File: config.mk
export PLATFORM = sky130hd
export DESIGN_NAME = io_pad_mux_flat
export DESIGN_NICKNAME = d
export VERILOG_FILES = /design/src/rtl/io_mux_pkg.sv /design/src/rtl/io_pad_mux_if.sv /design/src/rtl/io_pad_slice.sv /design/src/rtl/io_pad_mux.sv /design/src/flat_wrapper.sv
export SDC_FILE = /design/constraint.sdc
export NUM_CORES = 1
export LEC_CHECK = 0
export ABC_AREA = 1
export CAP_MARGIN = 20
export CORE_AREA = 2 2 210 212
export CTS_CLUSTER_DIAMETER = 120
export DETAILED_ROUTE_END_ITERATION = 7
export DIE_AREA = 0 0 212 214
export PLACE_DENSITY = 0.66
export SKIP_LAST_GASP = 1
export SYNTH_ARGS = -nofsm -noshare
export SYNTH_HDL_FRONTEND = slang
export SYNTH_SLANG_ARGS = --single-unit
File: constraint.sdc
create_clock -name HCLK -period 2.95 [get_ports HCLK]
set_input_delay 0.59 -clock HCLK [delete_from_list [all_inputs] [get_ports HCLK]]
set_output_delay 0.59 -clock HCLK [all_outputs]
set_load 0.05 [all_outputs]
File: src/rtl/io_mux_pkg.sv
// Shared definitions for the IO pad multiplexer: APB geometry, register map
// offsets and the reset-default pad function.
package io_mux_pkg;

  localparam int APB_DW = 32;
  localparam int APB_AW = 10;

  localparam logic [APB_AW-1:0] SEL_BASE   = 10'h000;
  localparam logic [APB_AW-1:0] LOCK_OFS   = 10'h300;
  localparam logic [APB_AW-1:0] STATUS_OFS = 10'h304;

  // Function 0 is plain GPIO and is what every pad comes out of reset on.
  localparam int FUNC_GPIO = 0;

endpackage

File: src/rtl/io_pad_mux_if.sv
// APB3 register port of the pad multiplexer. Signal names follow the AMBA
// naming used throughout the SoC.
interface io_pad_mux_if;
  import io_mux_pkg::*;

  logic              PSEL;
  logic              PENABLE;
  logic              PWRITE;
  logic [APB_AW-1:0] PADDR;
  logic [APB_DW-1:0] PWDATA;
  logic [APB_DW-1:0] PRDATA;
  logic              PREADY;
  logic              PSLVERR;

  modport master (
    output PSEL, PENABLE, PWRITE, PADDR, PWDATA,
    input  PRDATA, PREADY, PSLVERR
  );

  modport slave (
    input  PSEL, PENABLE, PWRITE, PADDR, PWDATA,
    output PRDATA, PREADY, PSLVERR
  );

endinterface

File: src/rtl/io_pad_slice.sv
// One user IO pad: function select register with a switch-over guard gap,
// the combinational output mux and the pad input synchroniser.
module io_pad_slice
  import io_mux_pkg::*;
#(
  parameter int NUM_FUNC    = 4,
  parameter int SEL_W       = 2,
  parameter int GAP_CYCLES  = 2,
  parameter int SYNC_STAGES = 2
) (
  input  logic                clk,
  input  logic                rst_n,
  input  logic                wr_en,
  input  logic [SEL_W-1:0]    wr_sel,
  input  logic [NUM_FUNC-1:0] fn_out,
  input  logic [NUM_FUNC-1:0] fn_oeb,
  input  logic                pad_in,
  output logic                pad_out,
  output logic                pad_oeb,
  output logic                fn_in,
  output logic [SEL_W-1:0]    sel,
  output logic                busy
);

  localparam int GAP_W = $clog2(GAP_CYCLES + 1);

  logic [GAP_W-1:0]       gap;
  logic [SYNC_STAGES-1:0] sync;

  // Select register; a real change (re)starts the guard gap, which then counts down.
  // NOTE: non-blocking assignments so every flop samples pre-edge values.
  always_ff @(posedge clk or negedge rst_n) begin
    if (!rst_n) begin
      sel <= SEL_W'(FUNC_GPIO);
      gap <= '0;
    end else if (wr_en && (wr_sel != sel)) begin
      sel <= wr_sel;
      gap <= GAP_W'(GAP_CYCLES);
    end else if (gap != '0) begin
      gap <= gap - GAP_W'(1);
    end
  end

  // Input synchroniser shift chain; deliberately not gated by the gap.
  always_ff @(posedge clk or negedge rst_n) begin
    if (!rst_n) begin
      sync <= '0;
    end else begin
      sync <= {sync[SYNC_STAGES-2:0], pad_in};
    end
  end

  assign fn_in = sync[SYNC_STAGES-1];
  assign busy  = (gap != '0);

  // Zero-latency output mux; during the gap the pad is parked as an input driving 0.
  // NOTE: outputs take a value on every path first, so no latch is inferred.
  always_comb begin
    pad_out = fn_out[sel];
    pad_oeb = fn_oeb[sel];
    if (busy) begin
      pad_out = 1'b0;
      pad_oeb = 1'b1;
    end
  end

endmodule

File: src/rtl/io_pad_mux.sv
// Run-time pin multiplexer between soc_core peripherals and the user IO pads.
// Holds APB decode, the sticky LOCK bit, STATUS and the read data mux; each
// pad's select, gap and synchroniser live in an io_pad_slice.
module io_pad_mux
  import io_mux_pkg::*;
#(
  parameter int NUM_PADS    = 38,
  parameter int NUM_FUNC    = 4,
  parameter int SEL_W       = 2,
  parameter int GAP_CYCLES  = 2,
  parameter int SYNC_STAGES = 2
) (
  input  logic                         HCLK,
  input  logic                         HRESETn,
  io_pad_mux_if.slave                  apb,
  input  logic [NUM_PADS*NUM_FUNC-1:0] fn_out,
  input  logic [NUM_PADS*NUM_FUNC-1:0] fn_oeb,
  output logic [NUM_PADS-1:0]          fn_in,
  input  logic [NUM_PADS-1:0]          pad_in,
  output logic [NUM_PADS-1:0]          pad_out,
  output logic [NUM_PADS-1:0]          pad_oeb
);

  logic              access;
  logic              wr_req;
  logic              wr_ok;
  logic              is_sel;
  logic              is_lock;
  logic              is_status;
  logic              bad_val;
  logic              err;
  logic              lock;
  logic [APB_AW-1:0] sel_ofs;
  logic [APB_AW-3:0] sel_idx;
  logic [SEL_W-1:0]  sel_rd [NUM_PADS];
  logic [NUM_PADS-1:0] busy;

  assign access    = apb.PSEL & apb.PENABLE;
  assign wr_req    = access & apb.PWRITE;
  assign sel_ofs   = apb.PADDR - SEL_BASE;
  assign sel_idx   = sel_ofs[APB_AW-1:2];
  assign is_sel    = (sel_ofs < APB_AW'(4 * NUM_PADS)) && (sel_ofs[1:0] == 2'b00);
  assign is_lock   = (apb.PADDR == LOCK_OFS);
  assign is_status = (apb.PADDR == STATUS_OFS);
  assign bad_val   = (apb.PWDATA >= APB_DW'(NUM_FUNC));

  // Any rejected access is reported and has no side effect.
  assign err = ~(is_sel | is_lock | is_status)
             | (apb.PWRITE & (is_status | (is_sel & bad_val) | ((is_sel | is_lock) & lock)));
  assign wr_ok = wr_req & ~err;

  assign apb.PSLVERR = access & err;
  assign apb.PREADY  = 1'b1;

  // Sticky lock: only a write of 1 sets it, only reset clears it.
  always_ff @(posedge HCLK or negedge HRESETn) begin
    if (!HRESETn) begin
      lock <= 1'b0;
    end else if (wr_ok && is_lock && apb.PWDATA[0]) begin
      lock <= 1'b1;
    end
  end

  // Read data is driven only during a read access phase, zero otherwise.
  always_comb begin
    apb.PRDATA = '0;
    if (access && !apb.PWRITE) begin
      if (is_sel) begin
        for (int p = 0; p < NUM_PADS; p++) begin
          if (sel_idx == (APB_AW-2)'(p)) begin
            apb.PRDATA[SEL_W-1:0] = sel_rd[p];
          end
        end
      end else if (is_lock) begin
        apb.PRDATA[0] = lock;
      end else if (is_status) begin
        apb.PRDATA[0] = |busy;
      end
    end
  end

  for (genvar p = 0; p < NUM_PADS; p++) begin : g_pad
    io_pad_slice #(
      .NUM_FUNC    (NUM_FUNC),
      .SEL_W       (SEL_W),
      .GAP_CYCLES  (GAP_CYCLES),
      .SYNC_STAGES (SYNC_STAGES)
    ) u_slice (
      .clk     (HCLK),
      .rst_n   (HRESETn),
      .wr_en   (wr_ok && is_sel && (sel_idx == (APB_AW-2)'(p))),
      .wr_sel  (apb.PWDATA[SEL_W-1:0]),
      .fn_out  (fn_out[p*NUM_FUNC +: NUM_FUNC]),
      .fn_oeb  (fn_oeb[p*NUM_FUNC +: NUM_FUNC]),
      .pad_in  (pad_in[p]),
      .pad_out (pad_out[p]),
      .pad_oeb (pad_oeb[p]),
      .fn_in   (fn_in[p]),
      .sel     (sel_rd[p]),
      .busy    (busy[p])
    );
  end

endmodule
File: src/flat_wrapper.sv
// flat-port wrapper written by rule: the top's interface ports become plain ports
module io_pad_mux_flat import io_mux_pkg::*;
#(
  parameter int NUM_PADS    = 38,
  parameter int NUM_FUNC    = 4,
  parameter int SEL_W       = 2,
  parameter int GAP_CYCLES  = 2,
  parameter int SYNC_STAGES = 2
)
  (HCLK, HRESETn, fn_out, fn_oeb, fn_in, pad_in, pad_out, pad_oeb, apb_PSEL, apb_PENABLE, apb_PWRITE, apb_PADDR, apb_PWDATA, apb_PRDATA, apb_PREADY, apb_PSLVERR);
  io_pad_mux_if apb_i ();
  input  logic HCLK;
  input  logic HRESETn;
  input  logic [NUM_PADS*NUM_FUNC-1:0] fn_out;
  input  logic [NUM_PADS*NUM_FUNC-1:0] fn_oeb;
  output logic [NUM_PADS-1:0] fn_in;
  input  logic [NUM_PADS-1:0] pad_in;
  output logic [NUM_PADS-1:0] pad_out;
  output logic [NUM_PADS-1:0] pad_oeb;
  input wire logic [$bits(apb_i.PSEL)-1:0] apb_PSEL;
  input wire logic [$bits(apb_i.PENABLE)-1:0] apb_PENABLE;
  input wire logic [$bits(apb_i.PWRITE)-1:0] apb_PWRITE;
  input wire logic [$bits(apb_i.PADDR)-1:0] apb_PADDR;
  input wire logic [$bits(apb_i.PWDATA)-1:0] apb_PWDATA;
  output wire logic [$bits(apb_i.PRDATA)-1:0] apb_PRDATA;
  output wire logic [$bits(apb_i.PREADY)-1:0] apb_PREADY;
  output wire logic [$bits(apb_i.PSLVERR)-1:0] apb_PSLVERR;
  assign apb_i.PSEL = apb_PSEL;
  assign apb_i.PENABLE = apb_PENABLE;
  assign apb_i.PWRITE = apb_PWRITE;
  assign apb_i.PADDR = apb_PADDR;
  assign apb_i.PWDATA = apb_PWDATA;
  assign apb_PRDATA = apb_i.PRDATA;
  assign apb_PREADY = apb_i.PREADY;
  assign apb_PSLVERR = apb_i.PSLVERR;
  io_pad_mux #(.NUM_PADS(NUM_PADS), .NUM_FUNC(NUM_FUNC), .SEL_W(SEL_W), .GAP_CYCLES(GAP_CYCLES), .SYNC_STAGES(SYNC_STAGES)) u_core (.HCLK(HCLK), .HRESETn(HRESETn), .apb(apb_i), .fn_out(fn_out), .fn_oeb(fn_oeb), .fn_in(fn_in), .pad_in(pad_in), .pad_out(pad_out), .pad_oeb(pad_oeb));
endmodule
After elaboration in Yosys (flattened, before gate mapping)
Index checks and enable logic that the tools add are counted.
{"block": "totals", "reg_bits": 229, "inputBits": 389, "output_inout_bits": 148, "word_cells": 792}
{"block": "op_classes", "add_sub_neg": 38, "magnitude_cmp": 40, "eq_ne": 77, "n_mux": 347, "n_bitwise": 14, "n_reduce_logical": 161}
{"operator": "$mux 2", "n": 115}
{"operator": "$mux 1", "n": 156}
{"operator": "$bmux 1 s2", "n": 76}
{"operator": "$reduce_bool 2->1", "n": 76}
{"operator": "$eq 8x5->1 const B", "n": 16}
{"operator": "$lt 2x3->1 const B", "n": 38}
{"operator": "$logic_and 1x1->1", "n": 81}
{"operator": "$ne 2x2->1", "n": 38}
{"operator": "$sub 2x1->2 const B", "n": 38}
{"operator": "$eq 8x4->1 const B", "n": 8}
{"operator": "$eq 8x6->1 const B", "n": 6}
{"operator": "$reduce_or 38->1", "n": 1}
{"operator": "$eq 8x3->1 const B", "n": 4}
{"operator": "$ge 32x3->1 const B", "n": 1}
{"operator": "$eq 10x10->1 const B", "n": 2}
{"operator": "$eq 8x2->1 const B", "n": 2}
{"operator": "$lt 10x8->1 const B", "n": 1}
{"operator": "$eq 8x1->1 const B", "n": 1}
{"operator": "$logic_not 8->1", "n": 1}
{"operator": "$and 1x1->1", "n": 7}
{"operator": "$or 1x1->1", "n": 5}
{"operator": "$logic_not 2->1", "n": 1}
{"operator": "$not 1->1", "n": 2}
{"operator": "$logic_not 1->1", "n": 1}

Longest topological paths before layout
{"block": "logic_depth", "word_depth": 41, "mapped_depth": 26, "depth_no_buf": 26}

By module
Synthesis repeated with hierarchy kept, for this count alone.
{"block": "unflattened", "hier_cells": 2293, "area_unflattened_um2": 14805.4}
{"module": "io_pad_slice", "instances": 38, "cells_per_inst": 50, "area_per_inst_um2": 340.3, "seq_area_each_um2": 150.1}
{"module": "io_pad_mux", "instances": 1, "cells_per_inst": 393, "area_per_inst_um2": 1873.0, "seq_area_each_um2": 25.0}

Worst setup path before layout
No wires, ideal clock.
{"block": "synth_path", "path_kind": "in2out", "startpoint": "input port apb_PADDR[8]", "endpoint": "output port apb_PRDATA[1]", "arrival_ns": 2.930, "required_ns": 2.360, "path_slack_ns": -0.570, "cell_stages": 24, "n_path_buf": 1, "path_cell_list": "nor2_1 nand2_4 buf_6 nor2_1 inv_1 o21ai_1 inv_1 nand4_1 nand2_1 nand3_1 nor3_2 nand4_1 nand2_1 nand4_1 nor2_1 nand4_1 nor2_1 nand4_1 nand2_1 nand4_1 nand2_1 nand3_1 nand2_1 a21oi_1"}
{"block": "synth_via", "elab_chain_len": 41, "word_cells_on_any_way": 80, "cone_classes": "order compare: 1; eq/ne: 37; mux: 40; reduce/logical: 2"}
{"element": "start, declared", "line": "flat_wrapper.sv:23", "source": "input wire logic [$bits(apb_i.PADDR)-1:0] apb_PADDR;"}
{"element": "$logic_not 8->1", "line": "io_pad_mux.sv:70", "source": "if (sel_idx == (APB_AW-2)'(p)) begin"}
{"element": "$mux 2 (38 in a row)", "line": "io_pad_mux.sv:70"}
{"element": "$mux 1 *", "line": "io_pad_mux.sv:68", "source": "if (is_sel) begin"}
{"element": "$mux 2 *", "line": "io_pad_mux.sv:67", "source": "if (access && !apb.PWRITE) begin"}
{"element": "end, declared", "line": "flat_wrapper.sv:25", "source": "output wire logic [$bits(apb_i.PRDATA)-1:0] apb_PRDATA;"}
Mark *: on every way between the ends. The rest lies on a longest branch, timed or not.

Worst setup path in the final report
{"block": "layout_path", "startpoint": "register u_core.g_pad[2].u_slice.sel[0]", "endpoint": "output port apb_PRDATA[0]"}
{"block": "layout_via", "elab_chain_len": 38}
{"element": "start, declared", "line": "io_pad_slice.sv:21", "source": "output logic [SEL_W-1:0] sel,"}
{"element": "start signal, assigned", "line": "io_pad_slice.sv:34", "source": "sel <= SEL_W'(FUNC_GPIO);"}
{"element": "start signal, assigned", "line": "io_pad_slice.sv:37", "source": "sel <= wr_sel;"}
{"element": "$mux 2 (36 in a row)", "line": "io_pad_mux.sv:70"}
{"element": "$mux 1", "line": "io_pad_mux.sv:68"}
{"element": "$mux 2", "line": "io_pad_mux.sv:67"}
Every way passes these cells.

==> impl_metrics.py <==
metrics = {
    "routing": {
        "wl_met3_mm": 3.054,
        "wl_met1_mm": 21.48,
        "dr_wl_met2_mm": 26.84,
        "drtIter0Drc": 812,
        "highest_layer": "met5",
        "post_drt_wl_per_cell_um": 16.81,
        "drt_wl_total_mm": 52.74,
        "via_per_inst": 4.743,
        "route.detailed.drc": 0,
        "dr.pass1.iters": 7,
        "drtAntennaViolNets": 0,
        "via_count": 14885,
    },
    "yosys": {
        "ys_warn_count": 0,
        "yosysSeqAreaShare_pct": 39.21,
        "syn_area_per_cell_um2": 7.392,
        "synth-seq-cells": 229,
        "netlist_area_um2": 14610,
        "synthCells": 1977,
        "synth.distinct_cells": 36,
    },
    "status": {
        "outcome": "finished, violations left",
        "violations": "setup timing",
    },
    "final_layout": {
        "final_area_um2": 22150,
        "instances_no_fill": 3138,
        "layout-drive-gt1-share_pct": 15.98,
        "area_delta_synth_final_pct": 51.57,
        "insertedDiodeCount": 0,
        "nets": 2961,
    },
    "clocking": {
        "cts.reportedPaths.clkPinSlew_ns": 0.06,
        "cts_tree": "done",
        "htreeDepth": 1,
        "clock-sinks": 229,
        "cts-root-buf": "clkbuf_16",
        "hold_buffers": 0,
        "clk_path_buf_depth": 3,
        "clock_latency_ns": 0.55,
        "numCtsBuffers": 27,
    },
    "critical_path": {
        "crit_path_end": "apb_PRDATA[0]",
        "crit_fanout": 2,
        "r2r_end": "u_core.g_pad[9].u_slice.gap[0]",
        "worstPathRequired_ns": 2.36,
        "cp_slowest_cell": "dfrtp_1",
        "crit_path_frequent_cell": "nand4_1",
        "endpoint_kind": "output pin",
        "worstSetupStartpointType": "register",
        "regToRegSetupSlack_ns": 0.85,
        "critPathMaxStageDelay_ns": 0.43,
        "startpoint": "u_core.g_pad[2].u_slice.sel[0]",
        "crit_chain": "nand3_2 > nand3_2 > nor2_2 > nand4_1 > nand2_1 > nand4_1 > nor2_1 > nand4_1 > nand2_1 > nand4_1 > nor2_1 > nand4_1 > nand2_1 > nand4_1 > nand2_1 > nand3_2 > nand2_2 > nand3_2 > nand2_1 > nand4_1 > nand2_2 > a21oi_4 > buf_8",
        "r2r_start": "u_core.lock",
        "criticalPathCategory": "reg -> out",
        "arrival_ns": 3.17,
        "rr_worst_depth": 12,
    },
    "power": {
        "pwr-share-clk_pct": 25.6,
        "ir_worst_vdd_mv": 0.5108,
        "p_comb_share_pct": 44.2,
        "p_switching_uw": 5128,
        "power.density_nw_per_um2": 608.6,
        "switching_share_pct": 38.04,
        "leakage_uw": 0.01003,
        "p_seq_share_pct": 30.2,
        "p_int_uw": 8351,
    },
    "timing": {
        "rsz0062_at_grt": "true",
        "period_share_pct": 127.5,
        "setup_viol": 2,
        "finClkSkew_ns": 0.01161,
        "max_slew.worst_pin.slew_ns": 0.7402,
        "setup_slack_ns": -0.8110,
        "finalHoldViolCount": 0,
        "fmax_mhz": 265.9,
        "slew_viol_final": 0,
        "fin_crit_ns": 3.761,
        "slew_headroom_pct": 50.03,
    },
    "floorplanning": {
        "pin_count": 537,
        "core_um2": 42890,
        "dieArea_um2": 45370,
        "rows": 76,
        "dieHeight_um": 214,
        "die_width_um": 212,
        "start_util_pct": 34.08,
    },
    "flow_run": {
        "maxCapViolations": 0,
    },
    "placement": {
        "dpl.hpwl_mm": 42.58,
        "place_area_um2": 20950,
        "gp_congestion": 0.8445,
        "port_buffers": 505,
        "dp.cells": 3078,
    },
    "global_routing": {
        "grt_pass1_wl_mm": 81.14,
        "antenna_found_initial": 1,
        "grt_pass1_vias": 15209,
        "grt_max_degree": 68,
        "grt_usage_pct": 22.64,
        "grt-ovfl-total": 0,
    },
    "worst_hold_path": {
        "hold_path.class": "in -> async",
    },
}
cell usage after synthesis:
| master | number | area (um2) |
|---|---|---|
| conb_1 | 2 | 7.510 |
| nor2_2 | 6 | 37.54 |
| buf_6 | 4 | 45.04 |
| nand3b_1 | 1 | 7.510 |
| nand4_1 | 17 | 106.4 |
| a22oi_1 | 1 | 7.510 |
| nor2_1 | 381 | 1430 |
| nand2_1 | 253 | 949.7 |
| inv_2 | 3 | 11.26 |
| nor4_1 | 14 | 87.58 |
| o311ai_0 | 18 | 157.7 |
| ha_1 | 38 | 475.5 |
| nand3_2 | 1 | 10.01 |
| dfrtp_1 | 229 | 5731 |
| nand2_4 | 1 | 11.26 |
| inv_1 | 285 | 1070 |
| nor3_2 | 3 | 30.03 |
| nor3_1 | 16 | 80.08 |
| o311ai_1 | 3 | 26.28 |
| or4_1 | 1 | 7.510 |
| buf_2 | 1 | 5.000 |
| o21ai_1 | 27 | 135.1 |
| o41ai_1 | 1 | 8.760 |
| buf_4 | 146 | 1096 |
| a21oi_1 | 82 | 410.4 |
| a21oi_2 | 1 | 8.760 |
| o21ai_0 | 197 | 986.0 |
| nand3_1 | 45 | 225.2 |
| or2_2 | 1 | 6.260 |
| a31o_2 | 1 | 8.760 |
| o221ai_1 | 22 | 192.7 |
| nand2_2 | 5 | 31.28 |
| o211ai_1 | 39 | 292.8 |
| nor2_4 | 9 | 101.4 |
| clkbuf_1 | 52 | 195.2 |
| xor2_1 | 71 | 621.9 |
worst min-delay path by stage:
stage | depth (start not counted) | start | slack, ns | to
4_1_cts | 1 | HRESETn | 0.02 | u_core.g_pad[7].u_slice.sync[1]
6_report | 1 | HRESETn | 0.009 | u_core.g_pad[7].u_slice.sync[1]
5_1_grt | 1 | HRESETn | 0.05 | u_core.g_pad[7].u_slice.sync[0]
2_1_floorplan | 0 | HRESETn | 0.29 | u_core.g_pad[0].u_slice.gap[0]
3_3_place_gp | 0 | u_core.g_pad[29].u_slice.sync[0] | 0.33 | u_core.g_pad[29].u_slice.sync[1]
3_5_place_dp | 0 | u_core.g_pad[31].u_slice.sync[0] | 0.33 | u_core.g_pad[31].u_slice.sync[1]
worst max-delay path, delay by kind of cell, from the launching register on:
kind	cells	cell delay (ns)
AND/OR/NAND/NOR	21	1.96
flip-flops	1	0.43
buffers and inverters	1	0.16
AO/OA/AOI/OAI	1	0.06
flip-flops by register name, summed over array words and instances, names as in the netlist:
| register | cells |
|---|---|
| u_core.g_pad.u_slice.sel | 76 |
| u_core.lock | 1 |
| u_core.g_pad.u_slice.sync | 76 |
| u_core.g_pad.u_slice.gap | 76 |
cell usage in the layout, fill, tap and decap left out, drive strengths merged, types with 19 or more instances in the layout:
| cell | count |
|---|---|
| nor3 | 19 |
| o21ai | 224 |
| buf | 286 |
| ha | 38 |
| xor2 | 71 |
| o211ai | 39 |
| dfrtp | 229 |
| nor2 | 396 |
| conb | 31 |
| clkbuf | 40 |
| inv | 289 |
| a21oi | 83 |
| o221ai | 22 |
| nand2 | 259 |
| clkdlybuf4s50 | 405 |
| nand3 | 46 |
| o311ai | 21 |
area by class of cell:
type / instances / area, um2
clock inverters: 9 / 127.6
multi-input cells: 1286 / 6803
flip-flops and latches: 229 / 5731
fillers: 4049 / 20740
well taps: 585 / 732.0
clock buffers: 39 / 780.7
inverters: 288 / 1081
repair buffers: 702 / 6895
per-stage QoR:
stage	power, uW	TNS (ns)	hold slack (ns)	util, %	setup slack [ns]
detailed placement	10100	-86.07	0.3347	48.84	-1.290
global route	14390	-2.286	0.04598	51.65	-1.106
floorplan	8124	-0.1331	0.2944	-	-0.06952
global placement	9802	-77.60	0.3318	48.84	-1.249
finish	13480	-1.566	0.008749	51.65	-0.8110
CTS	13660	-1.730	0.01809	51.30	-0.8937
metal layers:
layer,GRT usage (%),vias up
li1,-,7276
met1,27.04,7021
met2,41.42,508
met3,3.460,78
met4,6.808,2
met5,0,-
kinds of logic (layout without fill, tap and decap cells):
kind of cell               after synthesis  count (layout)  share of synthesized area [%]
DFF                                    229             229                          39.21
adders and majority gates               38              38                          3.253
and+or+nand+nor                        754             754                          21.36
buffers and inverters                  491            1038                          16.58
xor gates and xnor gates                71              71                          4.255
AOI/OAI and AO/OA                      392             392                          15.29
other                                    2              31                        0.05139
power by group through the flow:
stage,Sequential [uW],Clock (uW),Combinational (uW)
2_1_floorplan,4040,0,4080
3_3_place_gp,4080,0,5720
3_5_place_dp,4120,0,5980
4_1_cts,4070,3560,6030
5_1_grt,4140,3690,6560
6_report,4070,3450,5960
what timing repair did:
action / in CTS / in global routing
buffers inserted: 11 / 1
pin swaps: 23 / 47
resized for setup: 64 / 42
endpoints found under the setup margin: 54 / 38
No activity file was read; power rests on OpenSTA's default activity.
